[config.mk]
export PLATFORM = sky130hd
export DESIGN_NAME = dl_port_responder
export DESIGN_NICKNAME = d
export VERILOG_FILES = /design/src/rtl/dl_port_responder.sv
export SDC_FILE = /design/constraint.sdc
export NUM_CORES = 1
export LEC_CHECK = 0
export CORE_MARGIN = 2
export CORE_UTILIZATION = 43
export DETAILED_ROUTE_END_ITERATION = 10
export HOLD_SLACK_MARGIN = 0.12
export PLACE_DENSITY = 0.66
export REMOVE_ABC_BUFFERS = 1
export SLEW_MARGIN = 20
export SYNTH_ARGS = -nofsm -noshare
export SYNTH_HDL_FRONTEND = slang
export SYNTH_SLANG_ARGS = --single-unit
[constraint.sdc]
create_clock -name clk_sys -period 3.56 [get_ports clk_sys]
set_input_delay 0.534 -clock clk_sys [delete_from_list [all_inputs] [get_ports clk_sys]]
set_output_delay 0.534 -clock clk_sys [all_outputs]
set_load 0.03 [all_outputs]
[src/rtl/dl_port_responder.sv]
// dl_port_responder
// Responder end of the toggle-handshake download port. Writes are posted into
// a small FIFO and acked at once. Reads wait until the FIFO has drained and
// are acked when the memory returns data. All memory traffic goes through a
// single-outstanding valid/ready command interface.
// Optional feature macro: DL_BYTE_MERGE_EN. When defined, a write to the same
// address as the FIFO tail entry with disjoint byte strobes is folded into
// that entry instead of taking a new one.
module dl_port_responder #(
    parameter int AW    = 23,
    parameter int DEPTH = 4
) (
    input  logic          clk_sys,
    input  logic          reset,
    input  logic          port_req,
    output logic          port_ack,
    input  logic [AW-1:0] port_a,
    input  logic [1:0]    port_ds,
    input  logic          port_we,
    input  logic [15:0]   port_d,
    output logic [15:0]   port_q,
    output logic          mem_valid,
    input  logic          mem_ready,
    output logic [AW-1:0] mem_addr,
    output logic          mem_we,
    output logic [1:0]    mem_ds,
    output logic [15:0]   mem_wdata,
    input  logic          mem_rvalid,
    input  logic [15:0]   mem_rdata,
    output logic          busy
);

    localparam int IW = $clog2(DEPTH);
    localparam int PW = IW + 1;
    localparam logic [PW-1:0] CNT_ONE = PW'(1);

    typedef enum logic [1:0] {
        S_IDLE,
        S_WR,
        S_RD,
        S_RWAIT
    } state_t;

    state_t state;

    // Posted-write storage
    logic [AW-1:0] fifo_addr [DEPTH];
    logic [1:0]    fifo_ds   [DEPTH];
    logic [15:0]   fifo_data [DEPTH];

    // Pointers carry one extra wrap bit so full and empty are distinguishable
    logic [PW-1:0] wr_ptr;
    logic [PW-1:0] rd_ptr;
    logic [IW-1:0] wr_idx;
    logic [IW-1:0] rd_idx;
    logic [IW-1:0] rd_nxt_idx;
    logic [PW-1:0] count;
    logic [PW-1:0] count_nxt;
    logic          fifo_empty;
    logic          fifo_full;

    logic pending;
    logic pop;
    logic push;
    logic merge_ok;
    logic wr_accept;
    logic rd_issue;
    logic rd_done;
    logic rd_inflight_nxt;

    assign wr_idx     = wr_ptr[IW-1:0];
    assign rd_idx     = rd_ptr[IW-1:0];
    assign rd_nxt_idx = rd_idx + IW'(1);
    assign count      = wr_ptr - rd_ptr;
    assign fifo_empty = (wr_ptr == rd_ptr);
    assign fifo_full  = (wr_ptr[IW] != rd_ptr[IW]) && (wr_ptr[IW-1:0] == rd_ptr[IW-1:0]);

    // A request is outstanding whenever the two toggles disagree
    assign pending = port_req ^ port_ack;

    // The head entry leaves the FIFO when its command is accepted
    assign pop = (state == S_WR) && mem_ready;

`ifdef DL_BYTE_MERGE_EN
    localparam logic [PW-1:0] CNT_TWO = PW'(2);
    logic [IW-1:0] tail_idx;
    logic          tail_free;

    assign tail_idx = wr_idx - IW'(1);
    // The tail may be modified only while it is neither the head being
    // issued nor the entry about to be loaded behind the head
    assign tail_free = (count >= CNT_TWO) && !(pop && (count == CNT_TWO));
    assign merge_ok  = pending && port_we && tail_free &&
                       (fifo_addr[tail_idx] == port_a) &&
                       ((fifo_ds[tail_idx] & port_ds) == 2'b00);
`else
    assign merge_ok = 1'b0;
`endif

    // A pop in the same cycle frees a slot even when the FIFO is full
    assign push      = pending && port_we && !merge_ok && (!fifo_full || pop);
    assign wr_accept = push || merge_ok;
    // Reads go out only once every earlier write has left the FIFO
    assign rd_issue  = (state == S_IDLE) && fifo_empty && pending && !port_we;
    assign rd_done   = (state == S_RWAIT) && mem_rvalid;

    assign count_nxt       = count + PW'(push) - PW'(pop);
    assign rd_inflight_nxt = rd_issue || (state == S_RD) || ((state == S_RWAIT) && !mem_rvalid);

    // Write the pushed entry, or fold a merged write into the tail entry
    // NOTE: storage is deliberately not reset; the pointers alone define which entries are valid.
    always_ff @(posedge clk_sys) begin
        if (push) begin
            fifo_addr[wr_idx] <= port_a;
            fifo_ds[wr_idx]   <= port_ds;
            fifo_data[wr_idx] <= port_d;
        end
`ifdef DL_BYTE_MERGE_EN
        if (merge_ok) begin
            fifo_ds[tail_idx]   <= fifo_ds[tail_idx] | port_ds;
            fifo_data[tail_idx] <= {port_ds[1] ? port_d[15:8] : fifo_data[tail_idx][15:8],
                                    port_ds[0] ? port_d[7:0]  : fifo_data[tail_idx][7:0]};
        end
`endif
    end

    // Advance the FIFO pointers; reset empties the FIFO
    // NOTE: sequential state uses non-blocking assignments so every register samples pre-edge values.
    always_ff @(posedge clk_sys or posedge reset) begin
        if (reset) begin
            wr_ptr <= '0;
            rd_ptr <= '0;
        end else begin
            if (push) wr_ptr <= wr_ptr + PW'(1);
            if (pop)  rd_ptr <= rd_ptr + PW'(1);
        end
    end

    // Command FSM with registered memory outputs, port ack/data and busy
    always_ff @(posedge clk_sys or posedge reset) begin
        if (reset) begin
            state     <= S_IDLE;
            mem_valid <= 1'b0;
            mem_addr  <= '0;
            mem_we    <= 1'b0;
            mem_ds    <= 2'b00;
            mem_wdata <= 16'h0000;
            port_ack  <= 1'b0;
            port_q    <= 16'h0000;
            busy      <= 1'b0;
        end else begin
            busy <= (count_nxt != '0) || rd_inflight_nxt;

            if (wr_accept || rd_done) port_ack <= ~port_ack;

            case (state)
                S_IDLE: begin
                    if (!fifo_empty) begin
                        mem_addr  <= fifo_addr[rd_idx];
                        mem_ds    <= fifo_ds[rd_idx];
                        mem_wdata <= fifo_data[rd_idx];
                        mem_we    <= 1'b1;
                        mem_valid <= 1'b1;
                        state     <= S_WR;
                    end else if (rd_issue) begin
                        mem_addr  <= port_a;
                        mem_ds    <= port_ds;
                        mem_wdata <= port_d;
                        mem_we    <= 1'b0;
                        mem_valid <= 1'b1;
                        state     <= S_RD;
                    end
                end
                S_WR: begin
                    if (mem_ready) begin
                        if (count != CNT_ONE) begin
                            mem_addr  <= fifo_addr[rd_nxt_idx];
                            mem_ds    <= fifo_ds[rd_nxt_idx];
                            mem_wdata <= fifo_data[rd_nxt_idx];
                        end else begin
                            mem_valid <= 1'b0;
                            state     <= S_IDLE;
                        end
                    end
                end
                S_RD: begin
                    if (mem_ready) begin
                        mem_valid <= 1'b0;
                        state     <= S_RWAIT;
                    end
                end
                S_RWAIT: begin
                    if (mem_rvalid) begin
                        port_q <= mem_rdata;
                        state  <= S_IDLE;
                    end
                end
                default: state <= S_IDLE;
            endcase
        end
    end

endmodule

======== After elaboration in Yosys (flattened, before gate mapping) ========
Memory sizes are Yosys's and may differ from the RTL's.
Cells that the tools add are included.
cells by class
  add/sub/neg operators ................... 6
  eq/ne operators ......................... 14
  muxes and demuxes ....................... 32
  bitwise gates (word level) .............. 2
  reduce and logical (&&, ||, !) cells .... 26
operators by type and width
  cell                 count
  $mux 23              4
  $mux 16              4
  $pmux 23 s2          1
  $pmux 16 s2          1
  $mux 2               10
  $reduce_and 5->1     2
  $logic_and 1x1->1    9
  $mux 1               9
  $ne 2x2->1 const B   4
  $pmux 2 s4           1
  $add 3x1->3 const B  2
  $reduce_bool 3->1    2
  $logic_or 1x1->1     5
  $eq 2x2->1 const B   2
  $ne 2x1->1 const B   2
  $pmux 2 s2           1
  $reduce_and 2->1     2
  $reduce_and 4->1     1
  $add 3x1->3          1
  $eq 3x3->1           1
  $logic_not 1->1      3
  $ne 3x1->1 const B   1
  $ne 3x3->1 const B   1
  $pmux 1 s3           1
  10 further kinds     10
word-level totals
  register bits ........................... 69
  memory bits (writable) .................. 164
  input bits .............................. 63
  output and inout bits ................... 61
  logic and storage cells ................. 94
  memories kept ........................... 3
memory list
  memory     depth  width  read ports  clocked after memory_dff  write ports  RTL line  RTL
  fifo_addr  4      23     2           0                         1            47        logic [AW-1:0] fifo_addr [DEPTH];
  fifo_data  4      16     2           0                         1            49        logic [15:0] fifo_data [DEPTH];
  fifo_ds    4      2      2           0                         1            48        logic [1:0] fifo_ds [DEPTH];

======== Depth between registers and ports, before layout ========
  depth after elaboration ................. 9
  mapped depth ............................ 14

======== Worst setup path after synthesis ========
No wires, ideal clock.
  path kind ............................... flip-flop to flip-flop
  start point ............................. register rd_ptr[1]
  end point ............................... memory fifo_addr[3][0] (enable)
  library setup time ...................... 0.404 ns
  data arrival time ....................... 2.686 ns
  required time ........................... 3.156 ns
  slack ................................... 0.471 ns
  stages on the path, launching flop included .. 8
  clock period less this slack ............ 3.089 ns
  path through ............................ dfrtp_1 -> clkbuf_1 -> buf_2 -> inv_1 -> ha_1 -> nand2_1 -> o311a_1 -> and2_1
between the ends
  longest elaborated chain between the ends .. 7
RTL lines
  item                          RTL line  RTL
  start, declared               53        logic [PW-1:0] rd_ptr;
  start signal, assigned        135       if (pop) rd_ptr <= rd_ptr + PW'(1);
  $eq 2x2->1                    76        assign fifo_full = (wr_ptr[IW] != rd_ptr[IW]) && (wr_ptr[IW-1:0] == rd_ptr[IW-1:0]);
  $logic_and 1x1->1             76
  $logic_not 1->1               101       assign push = pending && port_we && !merge_ok && (!fifo_full || pop);
  $logic_or 1x1->1              101
  $logic_and 1x1->1             101
  $mux 1                        113       if (push) begin
  $mux 1 (not written as such)  114       fifo_addr[wr_idx] <= port_a;
  end, declared                 47
Every way passes these cells.

======== Final worst setup path ========
  start point ............................. register state[1]
  end point ............................... register mem_wdata[0]
between the ends
  longest elaborated chain between the ends .. 6
RTL lines
  item                            RTL line  RTL
  start, declared                 44        state_t state;
  start signal, assigned          142       state <= S_IDLE;
  start signal, assigned          164       state <= S_WR;
  start signal, assigned          171       state <= S_RD;
  $logic_not 2->1                 104, 156
  $logic_and 1x1->1 (3 in a row)  104       assign rd_issue = (state == S_IDLE) && fifo_empty && pending && !port_we;
  $ne 3x3->1 (no line)            --
  $reduce_and 4->1 (no line)      --
  end signal, assigned            161       mem_wdata <= fifo_data[rd_idx];
  end signal, assigned            168       mem_wdata <= port_d;
  end signal, assigned            179       mem_wdata <= fifo_data[rd_nxt_idx];
  end, declared                   27        output logic [15:0] mem_wdata,
Parallel ways exist; a longest one is shown, timed or not.
A chain may end at the register's enable or synchronous reset.

==> flow_metrics.tcl <==
set metrics [dict create \
    r2r-start "state[1]" \
    fmax_mhz 332 \
    syn_area_per_cell_um2 16.5 \
    synth_seq_cells 233 \
    clkPwrFrac 0.186 \
    power.leakage_uw 0.00461 \
    finalPower_uw 14600 \
    synth_edf_count 164 \
    wire_per_inst_um 22.7 \
    clock-sinks 233 \
    grt_max_degree 87 \
    placeableCoreArea_um2 25200 \
    insertion_delay_ns 0.52 \
    finClkSkew_ns 0.00978 \
    endpoint_kind "flip-flop" \
    maxSlewViolCount 0 \
    path_max_fanout 86 \
    p_int_uw 8850 \
    post_cts_resized 0 \
    fin_area_um2 13600 \
    dp_cells 1089 \
    synth_most_common_cell "edfxtp_1" \
    ant_nets 0 \
    fin_crit_ns 3.01 \
    overflow 0 \
    async_flop_share 0.296 \
    cts_buffers 27 \
    hold_violations 0 \
    synth_ff_type "edfxtp_1" \
    dieHeight_um 164 \
    clk_pin_slew_ns 0.06 \
    synth_cell_type_count 37 \
    drive_above_1_share 0.265 \
    yosys.area_share.adder 0.0196 \
    synth_commonest_cells "164 x edfxtp_1, 83 x nor3_1, 82 x mux4_2" \
    r2r_end "mem_wdata[0]" \
    finalSetupViolations 0 \
    seq_power_share 0.279 \
    fin_nets 867 \
    drt_iter0_drc 475 \
    critPathTopFamily "buffers and inverters" \
    outcome "complete, no violations" \
    reg2reg_slack_ns 0.55 \
    finalCritPeriodShare 0.846 \
    hold_buffers 0 \
    layout.cells.non_filler 1141 \
    cts-root-buf "clkbuf_16" \
    io_pins 124 \
    crit_chain "inv_1 -> ha_4 -> buf_4 -> nand3b_1 -> buf_4 -> nor3_1 -> nor3_1 -> mux2_2" \
    syn_area_um2 11000 \
    rr_worst_depth 8 \
    maxCapViolCount 0 \
    detailed_place_hpwl_um 15300 \
    cpPeakStageDelay_ns 0.70 \
    dieArea_um2 26900 \
    area_growth_syn_to_layout_pct 23.2 \
    p_sw_frac 0.392 \
    vias 6576 \
    synthCells 667 \
    start_kind "flip-flop" \
    relSlewSlack 0.378 \
    required_ns 4.01 \
    setup.worst_path.class "flip-flop to flip-flop" \
    firstDrtPassIters 5 \
    power.density_nw_per_um2 1070 \
    worstPathArrival_ns 3.46 \
    rows 58 \
    synth_xor_area_frac 0.0110 \
    grt_pass1_vias 7251 \
    gp_congestion 0.800 \
    io_buffers 123 \
    rsz0062_at_grt "false" \
    antenna_found_initial 0 \
    crit_slowest_cell "buf_4" \
    grt_pass1_wl_um 40900 \
    die_w_um 164 \
    yosys.area_share.simple 0.0726 \
    critPathBufInv 3 \
    initial_core_util 0.437 \
    post_cts_buffers 0 \
    synth_compound_area_frac 0.0358 \
    ys.warnings.count 0 \
    holdCritPathClass "primary input to asynchronous set/reset pin" \
    p_comb_frac 0.536 \
    postPlaceCellArea_um2 12700 \
    htree_levels 1 \
    muxShareOfSynthArea 0.230 \
    wl_um 25900 \
    ys_seq_area_frac 0.605 \
    drcViolationCount 0 \
    worstMarginPinSlew_ns 0.932 \
    ir_worst_vdd_v 0.000550 \
    synth_top_area_frac 0.448 \
    routed_via_density 5.76 \
    netSwitchingPower_uw 5710 \
    synth_top_family_by_area "multiplexers" \
    track_usage 0.198 \
    cts_buffer_depth 3 \
    cts_tree "yes" \
    synth.area.top_cells "edfxtp_1 45%, mux4_2 17%, dfrtp_1 16%" \
    post-synth-top-area-cell "edfxtp_1" \
]
-- worst max-delay path by stage --
| stage | depth (start not counted) | end | startpoint |
|---|---|---|---|
| 3_3_place_gp | 11 | busy | mem_ready |
| 6_report | 8 | mem_wdata[0] | state[1] |
| 5_1_grt | 8 | mem_wdata[0] | state[1] |
| 2_1_floorplan | 5 | mem_addr[0] | rd_ptr[0] |
| 4_1_cts | 8 | mem_wdata[0] | state[1] |
| 3_5_place_dp | 11 | busy | mem_ready |
-- power by group through the flow --
stage | registers (uW) | clock network (uW) | logic [uW]
2_1_floorplan | 4960 | 0 | 4430
3_3_place_gp | 4050 | 0 | 7700
3_5_place_dp | 4110 | 0 | 7860
4_1_cts | 4060 | 2750 | 7890
5_1_grt | 4140 | 2870 | 8400
6_report | 4050 | 2700 | 7800
-- state kept, by name, summed over array words and instances, names as in the netlist --
name       cells
fifo_data     64
wr_ptr         3
mem_valid      1
mem_ds         2
fifo_ds        8
busy           1
rd_ptr         3
mem_addr      23
state          2
port_q        16
fifo_addr     92
port_ack       1
mem_wdata     16
mem_we         1
-- area by class of cell --
type	count	area [um^2]
inverters	12	46.3
flip-flops and latches	233	6660
clock inverters	12	126
well taps	330	413
multi-input cells	370	4110
repair buffers	144	1450
clock buffers	38	747
fillers	2009	11600
diodes	2	5.00
-- per-stage QoR --
stage / hold WS, ns / setup WS, ns / setup TNS, ns / util
floorplan: 0.520 / -2.15 / -329.29 / -
global placement: 0.468 / 0.407 / 0 / 0.503
detailed placement: 0.474 / 0.330 / 0 / 0.503
CTS: 0.428 / 0.535 / 0 / 0.538
global route: 0.457 / 0.376 / 0 / 0.538
finish: 0.424 / 0.549 / 0 / 0.538
-- worst min-delay path, delay by kind of cell --
kind                   cells  cell delay, ns
buffers and inverters      3            0.81
-- layer usage --
metal  vias up  wire length, um  track usage
met3        40             1160       0.0268
met4         0              609       0.0586
met5         -                0            0
met2       198            13400        0.346
met1      3446            10800        0.261
li1       2892                -            -
-- cells by family after synthesis --
| family | count (synthesis) |
|---|---|
| xor+xnor | 12 |
| fa+ha+maj | 16 |
| simple gates | 147 |
| mux | 143 |
| buf+inv | 64 |
| flops | 233 |
| compound gates | 52 |
-- cells in the final DEF, fill, tap and decap left out, types with 7 or more instances in the layout --
master             n
nor2b_1           41
a211oi_1          41
edfxtp_1         164
clkbuf_1           8
mux2_2            55
inv_1             11
clkbuf_16         27
clkinv_2           7
nor3_1            83
clkdlybuf4s50_1  123
mux4_2            82
ha_1              12
dfrtp_1           67
buf_4             16
Note: power is estimated with default switching activity, not from simulation.
